File: src/rtl/alu_operand_stage.sv
// ID/EX operand stage: latches decoded instruction state, drives ALU operands and op with priority forwarding.
// Latency: 1 cycle from ID acceptance to EX outputs; one instruction per cycle when EX keeps ex_ready high.
// Backpressure: holds while ex_valid & ~ex_ready, capturing forwarded operands so a stall never loses them.
//
// Ports: clk/rst (async active-high); id_valid/id_ready with instr, reg_data1/2, pcs from ID;
//        flush squashes both stages; fwd_data/fwd_a_sel/fwd_b_sel forwarding sources (index 0 youngest);
//        ex_valid/ex_ready handshake toward EX with ex_instr, alu_a, alu_b, alu_op.
module alu_operand_stage #(
    parameter int WIDTH   = 16,
    parameter int NUM_FWD = 2
) (
    input  logic                     clk,
    input  logic                     rst,
    input  logic                     id_valid,
    output logic                     id_ready,
    input  logic                     flush,
    input  logic [15:0]              instr,
    input  logic [WIDTH-1:0]         reg_data1,
    input  logic [WIDTH-1:0]         reg_data2,
    input  logic [WIDTH-1:0]         pcs,
    input  logic [NUM_FWD*WIDTH-1:0] fwd_data,
    input  logic [NUM_FWD-1:0]       fwd_a_sel,
    input  logic [NUM_FWD-1:0]       fwd_b_sel,
    output logic                     ex_valid,
    input  logic                     ex_ready,
    output logic [15:0]              ex_instr,
    output logic [WIDTH-1:0]         alu_a,
    output logic [WIDTH-1:0]         alu_b,
    output logic [6:0]               alu_op
);

    localparam logic [3:0] OP_SUB    = 4'b0001;
    localparam logic [3:0] OP_RED    = 4'b0010;
    localparam logic [3:0] OP_XOR    = 4'b0011;
    localparam logic [3:0] OP_SLL    = 4'b0100;
    localparam logic [3:0] OP_SRA    = 4'b0101;
    localparam logic [3:0] OP_ROR    = 4'b0110;
    localparam logic [3:0] OP_PADDSB = 4'b0111;
    localparam logic [3:0] OP_LW     = 4'b1000;
    localparam logic [3:0] OP_SW     = 4'b1001;
    localparam logic [3:0] OP_LHB    = 4'b1010;
    localparam logic [3:0] OP_LLB    = 4'b1011;
    localparam logic [3:0] OP_PCS    = 4'b1110;

    // Stored stage state
    logic             valid_q;
    logic [15:0]      instr_q;
    logic [WIDTH-1:0] rs_q;
    logic [WIDTH-1:0] rt_q;
    logic [WIDTH-1:0] pcs_q;
    logic             cap_a;
    logic             cap_b;

    // Decode of the stored instruction
    logic [1:0]       out_sel;
    logic             sat;
    logic             red;
    logic             sub;
    logic [1:0]       shiftop;
    logic             b_imm;
    logic             is_pcs;
    logic [WIDTH-1:0] imm;

    // Forwarding
    logic [WIDTH-1:0] fwd_a_val;
    logic [WIDTH-1:0] fwd_b_val;
    logic             a_reg_src;
    logic             b_reg_src;
    logic             fwd_a_hit;
    logic             fwd_b_hit;
    logic [WIDTH-1:0] rs_res;
    logic [WIDTH-1:0] rt_res;

    logic             load;

    assign id_ready = ~flush & (~valid_q | ex_ready);
    assign load     = id_valid & id_ready;

    always_comb begin
        out_sel = 2'b00;
        sat     = 1'b0;
        red     = 1'b0;
        sub     = 1'b0;
        shiftop = 2'b00;
        b_imm   = 1'b0;
        is_pcs  = 1'b0;
        imm     = '0;
        unique case (instr_q[15:12])
            OP_SUB:    sub = 1'b1;
            OP_RED:    red = 1'b1;
            OP_XOR:    out_sel = 2'b01;
            OP_PADDSB: sat = 1'b1;
            OP_SLL, OP_SRA, OP_ROR: begin
                out_sel = 2'b10;
                shiftop = instr_q[1:0];
                b_imm   = 1'b1;
                imm     = WIDTH'($signed(instr_q[3:0]));
            end
            OP_LW, OP_SW: begin
                // Halfword-addressed offset: the nibble counts 2-byte units
                b_imm = 1'b1;
                imm   = WIDTH'($signed({instr_q[3:0], 1'b0}));
            end
            OP_LHB: begin
                b_imm = 1'b1;
                imm   = WIDTH'({instr_q[7:0], 8'h00});
            end
            OP_LLB: begin
                b_imm = 1'b1;
                imm   = WIDTH'(instr_q[7:0]);
            end
            OP_PCS:  is_pcs = 1'b1;
            default: ;  // ADD, branches, HLT: both operands from registers
        endcase
    end

    // Priority pick: scan from oldest to youngest so the lowest set index wins
    always_comb begin
        fwd_a_val = '0;
        fwd_b_val = '0;
        for (int i = NUM_FWD - 1; i >= 0; i--) begin
            if (fwd_a_sel[i]) fwd_a_val = fwd_data[i*WIDTH +: WIDTH];
            if (fwd_b_sel[i]) fwd_b_val = fwd_data[i*WIDTH +: WIDTH];
        end
    end

    assign a_reg_src = ~is_pcs;
    assign b_reg_src = ~is_pcs & ~b_imm;

    // Once captured, the stored value is already the producer's result
    assign fwd_a_hit = a_reg_src & ~cap_a & (|fwd_a_sel);
    assign fwd_b_hit = b_reg_src & ~cap_b & (|fwd_b_sel);

    assign rs_res = fwd_a_hit ? fwd_a_val : rs_q;
    assign rt_res = fwd_b_hit ? fwd_b_val : rt_q;

    assign ex_valid = valid_q;
    assign ex_instr = instr_q;
    assign alu_op   = {out_sel, sat, red, sub, shiftop};
    assign alu_a    = is_pcs ? '0 : rs_res;
    // Subtract is A + ~B + 1; the ALU provides the +1 as carry-in
    assign alu_b    = is_pcs ? pcs_q :
                      b_imm  ? imm   :
                      sub    ? ~rt_res : rt_res;

    always_ff @(posedge clk or posedge rst) begin
        if (rst) begin
            valid_q <= 1'b0;
            instr_q <= '0;
            rs_q    <= '0;
            rt_q    <= '0;
            pcs_q   <= '0;
            cap_a   <= 1'b0;
            cap_b   <= 1'b0;
        end else if (load) begin
            valid_q <= 1'b1;
            instr_q <= instr;
            rs_q    <= reg_data1;
            rt_q    <= reg_data2;
            pcs_q   <= pcs;
            cap_a   <= 1'b0;
            cap_b   <= 1'b0;
        end else if (flush) begin
            valid_q <= 1'b0;
        end else if (valid_q & ex_ready) begin
            valid_q <= 1'b0;
        end else if (valid_q) begin
            // Stalled: freeze a forwarded result that may disappear next cycle.
            // rt is stored un-inverted; SUB inversion is applied at the output.
            if (fwd_a_hit) begin
                rs_q  <= fwd_a_val;
                cap_a <= 1'b1;
            end
            if (fwd_b_hit) begin
                rt_q  <= fwd_b_val;
                cap_b <= 1'b1;
            end
        end
    end

endmodule

File: config.mk
export PLATFORM = sky130hd
export DESIGN_NAME = alu_operand_stage
export DESIGN_NICKNAME = d
export VERILOG_FILES = /design/src/rtl/alu_operand_stage.sv
export SDC_FILE = /design/constraint.sdc
export NUM_CORES = 1
export LEC_CHECK = 0
export ABC_AREA = 1
export CAP_MARGIN = 40
export CORE_ASPECT_RATIO = 0.7
export CORE_MARGIN = 1
export CORE_UTILIZATION = 50
export CTS_BUF_LIST = sky130_fd_sc_hd__clkbuf_8 sky130_fd_sc_hd__clkbuf_16
export CTS_CLUSTER_DIAMETER = 120
export DETAILED_ROUTE_END_ITERATION = 7
export GPL_TIMING_DRIVEN = 0
export HOLD_SLACK_MARGIN = 0.03
export PLACE_DENSITY = 0.91
export SLEW_MARGIN = 30
export SYNTH_ARGS = -nofsm -noshare
export SYNTH_HDL_FRONTEND = slang
export SYNTH_SLANG_ARGS = --single-unit
File: constraint.sdc
create_clock -name clk -period 4.7 [get_ports clk]
set_input_delay 0.94 -clock clk [delete_from_list [all_inputs] [get_ports clk]]
set_output_delay 0.94 -clock clk [all_outputs]
set_load 0.02 [all_outputs]
# Yosys cells after proc, flatten, opt, wreduce, memory -nomap -nowiden
# Cells that the tools add are included.
word_totals:
  rom_bits: 0
  in_bits: 105
  latchBits: 0
  ram_bits: 0
  out_inout_bits: 57
  n_memories: 0
  ff_bits: 67
classes:
  addsub: 0
  n_reduce_logical: 12
  order_cmp: 0
  muxes: 39
  bitwise: 16
  n_eq_ne: 14
  n_mul: 0
  shifts: 0
  div_mod_pow: 0
op_table:
  columns: ["cell", "n"]
  rows:
  - ["$mux W16", 18]
  - ["$pmux W16 S4", 1]
  - ["$eq A4 B4 Y1 const B", 5]
  - ["$mux W1", 18]
  - ["$eq A4 B3 Y1 const B", 4]
  - ["$not A16 Y16", 1]
  - ["$and A1 B1 Y1", 8]
  - ["$eq A4 B2 Y1 const B", 2]
  - ["$reduce_and A4 Y1", 2]
  - ["$reduce_or A7 Y1", 1]
  - ["$not A1 Y1", 6]
  - ["$reduce_bool A2 Y1", 3]
  - ["$reduce_or A2 Y1", 3]
  - ["$eq A4 B1 Y1 const B", 1]
  - ["$pmux W2 S2", 1]
  - ["$reduce_and A3 Y1", 1]
  - ["$reduce_bool A3 Y1", 1]
  - ["$reduce_or A3 Y1", 1]
  - ["$mux W2", 1]
  - ["$ne A2 B1 Y1 const B", 1]
  - ["$ne A2 B2 Y1 const B", 1]
  - ["$or A1 B1 Y1", 1]

# Depth between registers and ports, before layout
logic_depth:
  word_depth: 12
  depth_mapped: 11
  mapped_depth_nobuf: 11

# Worst setup path after synthesis
# No wires, ideal clock.
synth_timing:
  kind: "input-to-output"
  from: "input fwd_b_sel[0]"
  to: "output alu_b[15]"
  required_time_ps: 3760
  setup_slack_ps: 1603
  arrival_time_ps: 2157
  stages: 9
  cell_sequence: "buf_4 o21ai_1 nor2_4 nand2_2 buf_4 nand2_1 nand3_1 nand3_1 a21oi_1"
synth_via:
  elab_chain_len: 7
synth_lines:
  columns: ["element", "line", "rtl"]
  rows:
  - ["start: declaration", "23", "input logic [NUM_FWD-1:0] fwd_b_sel,"]
  - ["$reduce_or A2 Y1", "132", "assign fwd_b_hit = b_reg_src & ~cap_b & (|fwd_b_sel);"]
  - ["$and A1 B1 Y1", "132", null]
  - ["$mux W16 (*)", null, null]
  - ["$not A16 Y16", "144", "sub ? ~rt_res : rt_res;"]
  - ["$mux W16 (*)", "144", null]
  - ["$mux W16 (*)", "143", "b_imm ? imm :"]
  - ["$mux W16 (*)", "142", "assign alu_b = is_pcs ? pcs_q :"]
  - ["end: declaration", "28", "output logic [WIDTH-1:0] alu_b,"]
# Mark *: on every way between the ends. The rest lies on a longest branch, timed or not.

# Worst setup path in the final report
layout_timing:
  from: "input fwd_b_sel[1]"
  to: "output alu_b[13]"
layout_via:
  elab_chain_len: 7
layout_lines:
  columns: ["element", "line"]
  rows:
  - ["$mux W16 or $reduce_or A2 Y1 (tied branches)", "123, 132"]
  - ["$mux W16 or $and A1 B1 Y1 (tied branches)", "123, 132"]
  - ["$mux W16 (*)", null]
  - ["$not A16 Y16", "144"]
  - ["$mux W16 (*)", "144"]
  - ["$mux W16 (*)", "143"]
  - ["$mux W16 (*)", "142"]
# Marks and branches as above.

==> results.sh <==
export IMPL_yosys_cell_count_top_type="nand2_1"
export IMPL_synth_warnings=0
export IMPL_slowest_delay_ps=630
export IMPL_seq_area_mm2=0.00168
export IMPL_synth_edf_count=0
export IMPL_fillers=636
export IMPL_crit_type="in2out"
export IMPL_pwr_share_clk_pct=22.8
export IMPL_drtIter0Drc=885
export IMPL_end_kind="output port"
export IMPL_grt_use_met2_pct=58.9
export IMPL_core_area_mm2=0.00865
export IMPL_drc=10
export IMPL_power_density_mw_per_mm2=414
export IMPL_initial_core_util_pct=52.8
export IMPL_holdBufCountCts=0
export IMPL_peakVddDrop_mv=0.319
export IMPL_switching_share_pct=41.1
export IMPL_ys_types=22
export IMPL_grt_overflow=0
export IMPL_cts_buffers=9
export IMPL_htree_levels=3
export IMPL_clock_fmax_mhz=228
export IMPL_hold_class="reg2reg"
export IMPL_synthToLayoutAreaGrowth_pct=44.6
export IMPL_io_pins=162
export IMPL_worst_pin_slew_ps=936
export IMPL_hpwl_mm=13.8
export IMPL_drive_above_1_share_pct=6.34
export IMPL_antenna_cells=0
export IMPL_cp_max_fo=10
export IMPL_synthTopCellsByCount="nand2_1, nand3_1, inv_1, dfrtp_1, o21ai_0"
export IMPL_outcome="finished with violations"
export IMPL_r2r_slack_ps=2230
export IMPL_die_w_um=116
export IMPL_slew_limit_headroom_pct=36.9
export IMPL_internal_power_uw=1610
export IMPL_multiInputGateArea_mm2=0.00233
export IMPL_ys_async_sr_fraction_pct=100
export IMPL_cp_start_kind="primary input"
export IMPL_cts_num_sinks=67
export IMPL_postPlaceCellArea_mm2=0.00633
export IMPL_synth_top_cell_by_area="dfrtp_1"
export IMPL_drv_slew=0
export IMPL_seq_area_frac_synth_pct=36.7
export IMPL_cpMaxStageDelayCell="clkdlybuf4s50_1"
export IMPL_cp_cell_sequence="clkdlybuf4s50_1 > nand2_1 > clkbuf_1 > o21ai_0 > inv_1 > nand3_1 > nand3_1 > nand3_1 > a21oi_1 > clkdlybuf4s50_1"
export IMPL_wl_per_cell_um=18.5
export IMPL_die_h_um=82.0
export IMPL_seqPwrFrac_pct=27.9
export IMPL_grt_pass1_vias=5516
export IMPL_rows=28
export IMPL_required_ps=3760
export IMPL_hold_path_startpoint="ex_instr[11]$_DFFE_PP0P_"
export IMPL_syn_inst=707
export IMPL_setup_tns_ps=0
export IMPL_skew_ps=8.99
export IMPL_p_leak_uw=0.00314
export IMPL_reg2reg_from="ex_valid$_DFFE_PP0P_"
export IMPL_io_buffers=159
export IMPL_path_clk_slew_ps=60
export IMPL_worst_ep_arrival_time_ps=3440
export IMPL_hold_viol_final=0
export IMPL_period_needed_ps=4380
export IMPL_cts_path_max_buffers=2
export IMPL_ys_seq_elements=67
export IMPL_drtPass1Iterations=8
export IMPL_holdPathStages=2
export IMPL_final_nets=983
export IMPL_cts_setup_buffers=0
export IMPL_vias=5883
export IMPL_vias_per_cell=5.87
export IMPL_cp_common_cell="nand3_1"
export IMPL_fin_area_mm2=0.00661
export IMPL_gp_congestion=1.00
export IMPL_synth_nets=812
export IMPL_place_inst=987
export IMPL_r2r_end="rt_q[12]$_DFFE_PP0P_"
export IMPL_synth_area_leaders="dfrtp_1, nand2_1, nand3_1"
export IMPL_gr_usage_met1_pct=55.8
export IMPL_synth_top_cell_area_share_pct=36.7
export IMPL_grt_max_degree=37
export IMPL_netlist_area_mm2=0.00457
export IMPL_grt_pass1_wl_mm=28.2
export IMPL_max_cap_violations=0
export IMPL_synthFlopType="dfrtp_1"
export IMPL_crit_start="fwd_b_sel[1]"
export IMPL_routed_wl_mm=18.5
export IMPL_cts_resized=0
export IMPL_rsz0062_at_grt="false"
export IMPL_final_core_util_pct=76.3
export IMPL_period_share_pct=93.3
export IMPL_grt_busiest_layer="met2"
export IMPL_fin_cells=1003
export IMPL_met3_usage_pct=10.9
export IMPL_ff2ff_path_depth=8
export IMPL_violations="DRC"
export IMPL_holdPathEnd="ex_instr[11]$_DFFE_PP0P_"
export IMPL_worst_skew_pair_late_latency_ps=340
export IMPL_dieArea_mm2=0.00953
export IMPL_track_usage_pct=40.0
export IMPL_power_switching_uw=1120
export IMPL_cts_root_buf="clkbuf_16"
export IMPL_drtAntennaViolNets=0
export IMPL_critPathBufInv=4
export IMPL_cts_tree="built"
export IMPL_syn_area_per_cell_um2=6.46
export IMPL_setup_viol=0
export IMPL_p_comb_share_pct=49.2
export IMPL_path_delay_family="buffers and inverters"
export IMPL_antenna_found_initial=0
## routing by layer
| layer | vias up | share of wire, % |
|---|---|---|
| met5 | - | 0 |
| met4 | 0 | 2.6 |
| met3 | 67 | 12 |
| met2 | 465 | 43 |
| met1 | 2716 | 42 |
| li1 | 2635 | - |
## placed cells by master (no fill, tap or decap)
| master | instances |
|---|---|
| buf_12 | 1 |
| a21oi_1 | 47 |
| clkinv_1 | 1 |
| inv_4 | 1 |
| clkbuf_1 | 22 |
| nor2_1 | 56 |
| nand2_1 | 196 |
| o21ai_1 | 15 |
| clkinv_2 | 2 |
| nand2_2 | 5 |
| clkbuf_8 | 1 |
| buf_4 | 12 |
| nor2_4 | 4 |
| clkbuf_16 | 9 |
| a22oi_1 | 3 |
| clkinv_4 | 1 |
| inv_2 | 4 |
| nand3_1 | 81 |
| o22ai_1 | 19 |
| buf_1 | 2 |
| buf_2 | 12 |
| o21ai_0 | 67 |
| o211ai_1 | 13 |
| buf_6 | 1 |
| nor2_2 | 1 |
| inv_1 | 79 |
| clkdlybuf4s50_1 | 159 |
| nand2_4 | 1 |
| dfrtp_1 | 67 |
| clkinvlp_4 | 1 |
## worst register-to-register path, stage by stage, from the launching register on
cell,delay [ps]
dfrtp_1,380
nand2_1,80
inv_1,40
nor2_1,120
nand2_1,130
buf_2,220
clkbuf_1,290
o21ai_0,820
o22ai_1,210
## flip-flops by register name (all words and copies together) (netlist names)
signal,count
ex_instr,16
cap_a,1
ex_valid,1
cap_b,1
rs_q,16
pcs_q,16
rt_q,16
## metrics by stage
step | total power [uW] | hold slack [ps] | worst slack (ps)
finish | 2730 | 480 | 315
global route | 2860 | 514 | 197
CTS | 2690 | 480 | 421
detailed placement | 2060 | 465 | 448
global placement | 2020 | 462 | 446
floorplan | 1510 | 450 | 1600
## layout make-up
| cell class | instances | area share (%) |
|---|---|---|
| Buffer | 49 | 3.81 |
| Clock buffer | 10 | 3.62 |
| Clock inverter | 6 | 0.511 |
| Inverter | 83 | 4.75 |
| Multi-Input combinational cell | 508 | 35.3 |
| Sequential cell | 67 | 25.4 |
| Tap cell | 120 | 2.27 |
| Timing Repair Buffer | 160 | 24.4 |
## cells by family after synthesis
kind of cell,count (synthesis),synth area share (%)
AND/OR/NAND/NOR,344,31.6
AO/OA/AOI/OAI,164,19.4
buffers and inverters,132,12.3
flip-flops,67,36.7
## how the worst max path moves through the flow
stage,endpoint,cells past startpoint
global route,alu_b[13],10
CTS,alu_b[10],10
global placement,alu_b[4],9
finish,alu_b[13],10
detailed placement,alu_b[7],9
floorplan,alu_b[15],9
## power by group through the flow
stage	Combinational (uW)	Sequential (uW)	Clock, uW
final	1350	764	625
after global routing	1450	773	647
after CTS	1310	760	620
after detailed placement	1300	767	0
after global placement	1260	761	0
after floorplan	738	776	0
No activity file was read; power rests on OpenSTA's default activity.
